**config.mk**
```make
export PLATFORM = sky130hd
export DESIGN_NAME = uart_rx_ext_flat
export DESIGN_NICKNAME = d
export VERILOG_FILES = /design/src/rtl/uart_pkg.sv /design/src/rtl/uart_rx_ext_if.sv /design/src/rtl/uart_sync2.sv /design/src/rtl/uart_rx_ext.sv /design/src/flat_wrapper.sv
export SDC_FILE = /design/constraint.sdc
export NUM_CORES = 1
export LEC_CHECK = 0
export BUFFER_PORTS_ARGS = -buffer_cell sky130_fd_sc_hd__buf_4
export CAP_MARGIN = 30
export CORE_ASPECT_RATIO = 1.25
export CORE_MARGIN = 5
export CORE_UTILIZATION = 54
export CTS_BUF_LIST = sky130_fd_sc_hd__clkbuf_4
export CTS_CLUSTER_DIAMETER = 200
export DETAILED_ROUTE_END_ITERATION = 8
export PLACE_DENSITY = 0.83
export SKIP_CTS_REPAIR_TIMING = 1
export SLEW_MARGIN = 0
export SYNTH_ARGS = -nofsm -noshare
export SYNTH_HDL_FRONTEND = slang
export SYNTH_SLANG_ARGS = --single-unit
```
**constraint.sdc**
```tcl
create_clock -name i_clock -period 1.8 [get_ports i_clock]
set_input_delay 0.18 -clock i_clock [delete_from_list [all_inputs] [get_ports i_clock]]
set_output_delay 0.18 -clock i_clock [all_outputs]
set_load 0.01 [all_outputs]
```
**src/rtl/uart_pkg.sv**
```systemverilog
// uart_pkg -- shared definitions for the UART receiver slice.
//   state_t     : one-hot receiver FSM encoding (5 bits)
//   PARITY_EVEN : parity sense constant, even parity
//   PARITY_ODD  : parity sense constant, odd parity
package uart_pkg;

   typedef enum logic [4:0] {
      StIdle   = 5'b00001,
      StStart  = 5'b00010,
      StData   = 5'b00100,
      StParity = 5'b01000,
      StStop   = 5'b10000
   } state_t;

   localparam logic PARITY_EVEN = 1'b0;
   localparam logic PARITY_ODD  = 1'b1;

endpackage

```
**src/rtl/uart_rx_ext_if.sv**
```systemverilog
// uart_rx_ext_if -- received-word bundle from the UART receiver.
//   o_data        : last received word, LSB received first
//   o_data_valid  : one-cycle pulse, frame complete
//   o_framing_err : stop-bit error, qualified by o_data_valid
//   o_parity_err  : parity mismatch, qualified by o_data_valid
//   o_busy        : receiver is not idle
// master modport drives the bundle (receiver), slave modport observes it.
interface uart_rx_ext_if #(
   parameter int unsigned NB_DATA = 8
);

   logic [NB_DATA-1:0] o_data;
   logic               o_data_valid;
   logic               o_framing_err;
   logic               o_parity_err;
   logic               o_busy;

   modport master (
      output o_data, o_data_valid, o_framing_err, o_parity_err, o_busy
   );

   modport slave (
      input o_data, o_data_valid, o_framing_err, o_parity_err, o_busy
   );

endinterface

```
**src/rtl/uart_sync2.sv**
```systemverilog
// uart_sync2 -- two-flop synchronizer for the idle-high serial line.
//   i_clock : clock, rising edge
//   i_reset : synchronous active-high reset, flops go to 1 (line idle)
//   i_d     : asynchronous input
//   o_q     : synchronized output
module uart_sync2 (
   input  logic i_clock,
   input  logic i_reset,
   input  logic i_d,
   output logic o_q
);

   logic meta_q;
   logic sync_q;

   always_ff @(posedge i_clock) begin
      if (i_reset) begin
         meta_q <= 1'b1;
         sync_q <= 1'b1;
      end else begin
         meta_q <= i_d;
         sync_q <= meta_q;
      end
   end

   assign o_q = sync_q;

endmodule

```
**src/rtl/uart_rx_ext.sv**
```systemverilog
// uart_rx_ext -- oversampling UART receiver with external tick.
//   i_clock : sole clock, rising edge
//   i_reset : synchronous active-high reset
//   i_tick  : one-cycle oversample strobe (OVERSAMPLE per bit period)
//   i_rx    : asynchronous serial line, idle high
//   bus     : uart_rx_ext_if master (data, valid pulse, errors, busy)
// Optional feature: define UART_RX_PARITY_EN to expect one parity bit after
// the data bits (sense from PARITY_ODD); otherwise o_parity_err is tied 0.
module uart_rx_ext #(
   parameter int unsigned NB_DATA    = 8,
   parameter int unsigned NB_STOP    = 1,
   parameter int unsigned OVERSAMPLE = 16,
   parameter int unsigned PARITY_ODD = 0
) (
   input  logic          i_clock,
   input  logic          i_reset,
   input  logic          i_tick,
   input  logic          i_rx,
   uart_rx_ext_if.master bus
);

   import uart_pkg::*;

   localparam int unsigned NB_TICK = $clog2(OVERSAMPLE);
   localparam int unsigned NB_BIT  = $clog2(NB_DATA + 1);

   localparam logic [NB_TICK-1:0] TICK_HALF = NB_TICK'(OVERSAMPLE / 2 - 1);
   localparam logic [NB_TICK-1:0] TICK_LAST = NB_TICK'(OVERSAMPLE - 1);
   localparam logic [NB_BIT-1:0]  DATA_LAST = NB_BIT'(NB_DATA - 1);
   localparam logic [NB_BIT-1:0]  STOP_LAST = NB_BIT'(NB_STOP - 1);
   localparam logic PARITY_SENSE =
      (PARITY_ODD != 0) ? uart_pkg::PARITY_ODD : uart_pkg::PARITY_EVEN;

   logic               rx_sync;
   state_t             state_q, state_d;
   logic [NB_TICK-1:0] tick_cnt_q, tick_cnt_d;
   logic [NB_BIT-1:0]  bit_cnt_q, bit_cnt_d;
   logic [NB_DATA-1:0] shift_q, shift_d;
   logic               ferr_q, ferr_d;
   logic               done;
   logic [NB_DATA-1:0] data_q;
   logic               valid_q;
   logic               ferr_out_q;
`ifdef UART_RX_PARITY_EN
   logic               perr_q, perr_d;
   logic               perr_out_q;
`endif

   uart_sync2 u_sync (
      .i_clock (i_clock),
      .i_reset (i_reset),
      .i_d     (i_rx),
      .o_q     (rx_sync)
   );

   always_comb begin
      state_d    = state_q;
      tick_cnt_d = tick_cnt_q;
      bit_cnt_d  = bit_cnt_q;
      shift_d    = shift_q;
      ferr_d     = ferr_q;
      done       = 1'b0;
`ifdef UART_RX_PARITY_EN
      perr_d     = perr_q;
`endif
      unique case (state_q)
         StIdle: begin
            if (!rx_sync) begin
               state_d    = StStart;
               tick_cnt_d = '0;
               bit_cnt_d  = '0;
               ferr_d     = 1'b0;
`ifdef UART_RX_PARITY_EN
               perr_d     = 1'b0;
`endif
            end
         end
         StStart: begin
            if (i_tick) begin
               if (tick_cnt_q == TICK_HALF) begin
                  // Mid start bit: a high line here was a glitch, drop it.
                  tick_cnt_d = '0;
                  bit_cnt_d  = '0;
                  state_d    = rx_sync ? StIdle : StData;
               end else begin
                  tick_cnt_d = tick_cnt_q + 1'b1;
               end
            end
         end
         StData: begin
            if (i_tick) begin
               if (tick_cnt_q == TICK_LAST) begin
                  tick_cnt_d = '0;
                  shift_d    = {rx_sync, shift_q[NB_DATA-1:1]};
                  if (bit_cnt_q == DATA_LAST) begin
                     bit_cnt_d = '0;
`ifdef UART_RX_PARITY_EN
                     state_d   = StParity;
`else
                     state_d   = StStop;
`endif
                  end else begin
                     bit_cnt_d = bit_cnt_q + 1'b1;
                  end
               end else begin
                  tick_cnt_d = tick_cnt_q + 1'b1;
               end
            end
         end
`ifdef UART_RX_PARITY_EN
         StParity: begin
            if (i_tick) begin
               if (tick_cnt_q == TICK_LAST) begin
                  tick_cnt_d = '0;
                  perr_d     = rx_sync != ((^shift_q) ^ PARITY_SENSE);
                  state_d    = StStop;
               end else begin
                  tick_cnt_d = tick_cnt_q + 1'b1;
               end
            end
         end
`endif
         StStop: begin
            if (i_tick) begin
               if (tick_cnt_q == TICK_LAST) begin
                  tick_cnt_d = '0;
                  if (!rx_sync) begin
                     ferr_d = 1'b1;
                  end
                  // Leave on the last stop sample so a start bit that follows
                  // with no idle time is still caught.
                  if (bit_cnt_q == STOP_LAST) begin
                     bit_cnt_d = '0;
                     state_d   = StIdle;
                     done      = 1'b1;
                  end else begin
                     bit_cnt_d = bit_cnt_q + 1'b1;
                  end
               end else begin
                  tick_cnt_d = tick_cnt_q + 1'b1;
               end
            end
         end
         default: begin
            state_d = StIdle;
         end
      endcase
   end

   always_ff @(posedge i_clock) begin
      if (i_reset) begin
         state_q    <= StIdle;
         tick_cnt_q <= '0;
         bit_cnt_q  <= '0;
         shift_q    <= '0;
         ferr_q     <= 1'b0;
         data_q     <= '0;
         valid_q    <= 1'b0;
         ferr_out_q <= 1'b0;
      end else begin
         state_q    <= state_d;
         tick_cnt_q <= tick_cnt_d;
         bit_cnt_q  <= bit_cnt_d;
         shift_q    <= shift_d;
         ferr_q     <= ferr_d;
         valid_q    <= done;
         // Error outputs exist only alongside the valid pulse.
         ferr_out_q <= done & ferr_d;
         if (done) begin
            data_q <= shift_d;
         end
      end
   end

`ifdef UART_RX_PARITY_EN
   always_ff @(posedge i_clock) begin
      if (i_reset) begin
         perr_q     <= 1'b0;
         perr_out_q <= 1'b0;
      end else begin
         perr_q     <= perr_d;
         perr_out_q <= done & perr_d;
      end
   end

   assign bus.o_parity_err = perr_out_q;
`else
   logic unused_parity_sense;
   assign unused_parity_sense = PARITY_SENSE;
   assign bus.o_parity_err    = 1'b0;
`endif

   assign bus.o_data        = data_q;
   assign bus.o_data_valid  = valid_q;
   assign bus.o_framing_err = ferr_out_q;
   assign bus.o_busy        = (state_q != StIdle);

endmodule

```
**src/flat_wrapper.sv**
```systemverilog
// flat-port wrapper written by rule: the top's interface ports become plain ports
module uart_rx_ext_flat import uart_pkg::*;
#(
   parameter int unsigned NB_DATA    = 8,
   parameter int unsigned NB_STOP    = 1,
   parameter int unsigned OVERSAMPLE = 16,
   parameter int unsigned PARITY_ODD = 0
)
  (i_clock, i_reset, i_tick, i_rx, bus_o_data, bus_o_data_valid, bus_o_framing_err, bus_o_parity_err, bus_o_busy);
  uart_rx_ext_if #(.NB_DATA(NB_DATA)) bus_i ();
  input  logic i_clock;
  input  logic i_reset;
  input  logic i_tick;
  input  logic i_rx;
  output wire logic [$bits(bus_i.o_data)-1:0] bus_o_data;
  output wire logic [$bits(bus_i.o_data_valid)-1:0] bus_o_data_valid;
  output wire logic [$bits(bus_i.o_framing_err)-1:0] bus_o_framing_err;
  output wire logic [$bits(bus_i.o_parity_err)-1:0] bus_o_parity_err;
  output wire logic [$bits(bus_i.o_busy)-1:0] bus_o_busy;
  assign bus_o_data = bus_i.o_data;
  assign bus_o_data_valid = bus_i.o_data_valid;
  assign bus_o_framing_err = bus_i.o_framing_err;
  assign bus_o_parity_err = bus_i.o_parity_err;
  assign bus_o_busy = bus_i.o_busy;
  uart_rx_ext #(.NB_DATA(NB_DATA), .NB_STOP(NB_STOP), .OVERSAMPLE(OVERSAMPLE), .PARITY_ODD(PARITY_ODD)) u_core (.i_clock(i_clock), .i_reset(i_reset), .i_tick(i_tick), .i_rx(i_rx), .bus(bus_i));
endmodule
```
=== After elaboration in Yosys (flattened, before gate mapping) ===
Index checks and enable logic that the tools add are counted.

* Word-level logic and storage cells: 76
* Flip-flop bits (word level): 34

* Equality and inequality tests: 18
* Reductions and logical operators: 7
* Bitwise gates (word level): 1
* Add/subtract/negate cells: 2
* Multiplexer cells: 38

{| class="wikitable"
|+ Operators with widths
! kind !! count
|-
| 4-bit two-way mux || 13
|-
| 5-bit two-way mux || 9
|-
| 8-bit two-way mux || 3
|-
| 5-bit case mux with 4 select lines || 1
|-
| 4-bit case mux with 4 select lines || 1
|-
| 2-bit by 1-bit != test with 1-bit output, second input constant || 6
|-
| 4-bit case mux with 3 select lines || 1
|-
| 9-bit AND reduction || 1
|-
| 4-bit by 1-bit adder with 4-bit output, second input constant || 2
|-
| 4-bit by 3-bit == test with 1-bit output, second input constant || 2
|-
| 1-bit two-way mux || 8
|-
| 2-bit != test, second input constant || 4
|-
| 8-bit AND reduction || 1
|-
| 5-bit by 1-bit == test with 1-bit output, second input constant || 1
|-
| 5-bit by 2-bit == test with 1-bit output, second input constant || 1
|-
| 5-bit by 3-bit == test with 1-bit output, second input constant || 1
|-
| 5-bit == test, second input constant || 1
|-
| 5-bit by 1-bit != test with 1-bit output, second input constant || 1
|-
| 4-bit == test, second input constant || 1
|-
| 4-bit zero test || 1
|-
| 4-bit AND reduction || 1
|-
| 4-bit nonzero test || 1
|-
| 3-bit two-way mux || 1
|-
| 3-bit nonzero test || 1
|-
| 3 further kinds || 3
|}

=== Logic depth before layout (Yosys ltp) ===
* Depth after elaboration: 6
* Gate-level depth with buffers: 7
* Gate-level depth less buffers: 7

=== Modules after synthesis ===
A second synthesis with hierarchy kept.

* Cells, all modules: 170
* Area, all modules: 1545.2 sq um

{| class="wikitable"
|+ Modules (own cells, without submodules)
! module !! cells each !! sequential area each (sq um) !! times used !! area each (sq um)
|-
| uart_rx_ext || 166 || 620.6 || 1 || 1492.7
|-
| uart_sync2 || 4 || 40.0 || 1 || 52.6
|}

=== Worst setup path before layout ===
No wires, ideal clock.

* Path kind: reg-to-reg
* From: reg u_core.bit_cnt_q[0]
* To: reg u_core.state_q[1]
* Stages on the path, launching flop included: 8
* Arrival time: 1.725 ns
* Setup time: 0.116 ns
* Period minus slack after synthesis: 1.841 ns
* Setup slack: -0.041 ns
* Path through: dfxtp_1 -> inv_1 -> ha_1 -> or3b_1 -> nand2_1 -> o21ai_1 -> or3_4 -> a31o_1

* Word-level cells in the longest chain between the ends: 3

{| class="wikitable"
|+ RTL lines
! item !! line !! text
|-
| start, declared || uart_rx_ext.sv:37 || <nowiki>logic [NB_BIT-1:0] bit_cnt_q, bit_cnt_d;</nowiki>
|-
| start signal, assigned || uart_rx_ext.sv:163 || <nowiki>bit_cnt_q <= bit_cnt_d;</nowiki>
|-
| 4-bit by 3-bit == test with 1-bit output / 4-bit zero test (equally long branches) || uart_rx_ext.sv:95, uart_rx_ext.sv:132 ||
|-
| 2-bit by 1-bit != test with 1-bit output (no source line) || n/a ||
|-
| 9-bit AND reduction (no source line) (*) || n/a ||
|-
| end signal, assigned || uart_rx_ext.sv:152 || <nowiki>state_q <= StIdle;</nowiki>
|-
| end signal, assigned || uart_rx_ext.sv:161 || <nowiki>state_q <= state_d;</nowiki>
|-
| end, declared || uart_rx_ext.sv:35 || <nowiki>state_t state_q, state_d;</nowiki>
|}

Mark *: on every way between the ends. The rest lies on a longest branch, timed or not.
A chain may end at the register's enable or synchronous reset.

=== Final worst setup path ===
* From: reg u_core.state_q[2]
* To: reg u_core.tick_cnt_q[2]

* Word-level cells in the longest chain between the ends: 4

{| class="wikitable"
|+ RTL lines
! item !! line !! text
|-
| 5-bit by 3-bit == test with 1-bit output / 5-bit == test (equally long branches) || uart_rx_ext.sv:66 || <nowiki>unique case (state_q)</nowiki>
|-
| 2-bit OR reduction (no source line) || n/a ||
|-
| 2-bit by 1-bit != test with 1-bit output (no source line) / 3-bit nonzero test (equally long branches) || n/a ||
|-
| 4-bit AND reduction (no source line) || n/a ||
|-
| end signal, assigned || uart_rx_ext.sv:162 || <nowiki>tick_cnt_q <= tick_cnt_d;</nowiki>
|-
| end, declared || uart_rx_ext.sv:36 || <nowiki>logic [NB_TICK-1:0] tick_cnt_q, tick_cnt_d;</nowiki>
|}

Several ways; a longest one is shown, not always the timed one.

==> run_results.csv <==
group,metric,value,unit
drt,wl_met2,1.81,mm
floorplanning,core_area,2890,sq um
floorplanning,fp-row-count,22,
sta,period_share,0.987,
yosys,syn_avg_cell_area,9.24,sq um
sta,skew,14.9,ps
sta,final.setup.worst_slack,24.3,ps
yosys,synthCells,171,
drt,drt-pass1-iter-count,4,
critical_path,max_stage_delay,480,ps
drt,vias,1325,
run,drv_cap,0,
sta,min_period,1780,ps
sta,timing.fmax,0.563,GHz
floorplanning,start_util,0.547,
global_route,grt_use_total,0.174,
final_layout,fillers,226,
yosys,synth_area_leaders,"dfxtp_1, nor2_1, mux2i_1",
placed_design,place_ws,-63.7,ps
drt,wl_met1,1.36,mm
drt,dr_wl_met3,103,um
drt,drc_errors,0,
critical_path,cp-end-kind,"register",
critical_path,crit_arrival,2050,ps
power_and_ir_drop,p_leak,0.781,nW
yosys,ys.flop_type,"dfxtp_1",
yosys,netlist_area,1580,sq um
floorplanning,die_height,70.5,um
critical_path,cp_slowest_cell,"or4b_1",
clocking,clk_pin_slew,120,ps
clocking,htreeDepth,2,
yosys,synth_edf_count,0,
yosys,async_flop_share,0,
sta,slew_viol_final,0,
clocking,cts_tree,"built",
floorplanning,dieArea,4110,sq um
placed_design,io_buffers,14,
yosys,synth_cell_types,51,
final_layout,num-nets-final,211,
power_and_ir_drop,powerDensity,760,nW/um^2
final_layout,area_growth_syn_to_layout,30.1,%
critical_path,crit_type,"reg2reg",
yosys,synthMostInstantiatedCell,"dfxtp_1",
clocking,clock_latency,340,ps
critical_path,required,2070,ps
clocking,clock_path_buffers,2,
power_and_ir_drop,finalPower,1.56,mW
yosys,synth-seq-cells,33,
sta,rsz0062_at_grt,"true",
global_route,grt_start_max_net_pins,34,
power_and_ir_drop,peakVddDrop,0.000740,V
floorplanning,io_pins,16,
sta,hold_viol,0,
global_route,grt_pass1_vias,1314,
drt,antenna_left,0,
drt,drt_wl_total,3.37,mm
global_route,antenna_found_initial,0,
clocking,cts.sinks,33,
min_path,hold_class,"in2reg",
final_layout,drive_gt1_frac,0.390,
drt,avgRoutedWirePerCell,14.0,um
run_status,status,"finished clean",
final_layout,antenna_cells,0,
critical_path,r2r_cells,5,
yosys,synth_top_cell_by_area,"dfxtp_1",
global_route,grt_pass1_wl,5.62,mm
min_path,whs_path_depth,2,
sta,fin_hold_ws,207,ps
drt,avgViaCountPerCell,5.50,
yosys,yosysSeqAreaShare,0.418,
yosys,synth_top_area_share,0.418,
global_route,grt_overflow,0,
clocking,cts_buffers,5,
critical_path,path_max_fanout,6,
placed_design,gp_congestion,0.806,
drt,drt_first_iter_violations,36,
clocking,clockRootBuffer,"clkbuf_4",
yosys,yosys-top-cells-count,"dfxtp_1, nor2_1, mux2i_1, nand2_1, a211oi_1",
drt,route.top_layer_used,"met4",
sta,setup_viol,0,
placed_design,dpl.hpwl,2.51,mm
critical_path,worst_setup_path_start_kind,"register",
floorplanning,chipWidth,58.4,um
critical_path,worstPathCellList,"nand2b_4, a2111oi_4, nor2_2, or4b_1, a21oi_1",
yosys,synth_nets,178,
yosys,yosysWarnings,0,
-- layout by cell type (no fill, tap or decap), drive strengths merged, types with 4 or more instances in the layout --
master  count
inv         8
mux2i       9
dfxtp      33
nand3       4
nand2b      4
nand3b      4
clkbuf      6
a21oi       7
buf        34
nor2       30
nand2       9
a211oi      8
-- cells by family (layout without fill, tap and decap cells) --
kind of cell | after synthesis | after routing | synth area share
flops | 33 | 33 | 0.418
compound gates | 35 | 35 | 0.178
xor+xnor | 1 | 1 | 0.0103
fa+ha+maj | 3 | 3 | 0.0238
buf+inv | 17 | 51 | 0.0594
mux | 10 | 10 | 0.0641
simple gates | 71 | 71 | 0.244
other cells | 1 | 1 | 0.00237
-- routing by layer --
metal  global-route usage  vias up
met5                    0        -
met4               0.0799        0
met3               0.0518       11
met2                0.299       22
met1                0.191      615
li1                     -      677
-- power by group --
part           leakage (nW)  switching, mW  internal [mW]
registers             0.270         0.0100          0.733
clock network        0.0558          0.265          0.437
logic                 0.456         0.0668         0.0514
total                 0.781          0.341           1.22
-- state kept, by name, indices dropped and copies added (netlist names) --
signal	cells
u_core.bus.o_framing_err	1
u_core.bus.o_data	8
u_core.state_q	4
u_core.u_sync.o_q	1
u_core.bus.o_data_valid	1
u_core.tick_cnt_q	4
u_core.shift_q	8
u_core.ferr_q	1
u_core.u_sync.meta_q	1
u_core.bit_cnt_q	4
-- final cells by class --
class                   instances  area [sq um]  area share
clock buffers                   5          37.5      0.0183
clock inverters                 3          68.8      0.0335
inverters                       7          26.3      0.0128
multi-input cells             121           916       0.446
flip-flops and latches         33           676       0.329
well taps                      36          45.0      0.0219
repair buffers                 36           287       0.139
-- path summary, 6_finish.rpt --
kind | start | endpoint | slack, ps
worst min-delay path | i_reset | u_core.shift_q[6] | 210
worst min register to register | u_core.u_sync.meta_q | u_core.u_sync.o_q | 440
worst max-delay path | u_core.state_q[2] | u_core.tick_cnt_q[2] | 20
worst max register to register | u_core.state_q[2] | u_core.tick_cnt_q[2] | 20
-- through the flow --
stage               std cells  TNS (ps)  area [sq um]   util
detailed placement        228      -141          1810  0.626
floorplan                 171         0          1590      -
global route              241      -143          2060  0.711
finish                    241         0          2060  0.711
global placement          228         0          1810  0.626
CTS                       236      -397          1920  0.663
-- worst max-delay path, delay by kind of cell (launching register included) --
kind	cells	cell delay, ps
AOI/OAI and AO/OA	2	570
DFF	1	400
and+or+nand+nor	3	730
Power figures use the tool's default switching activity.
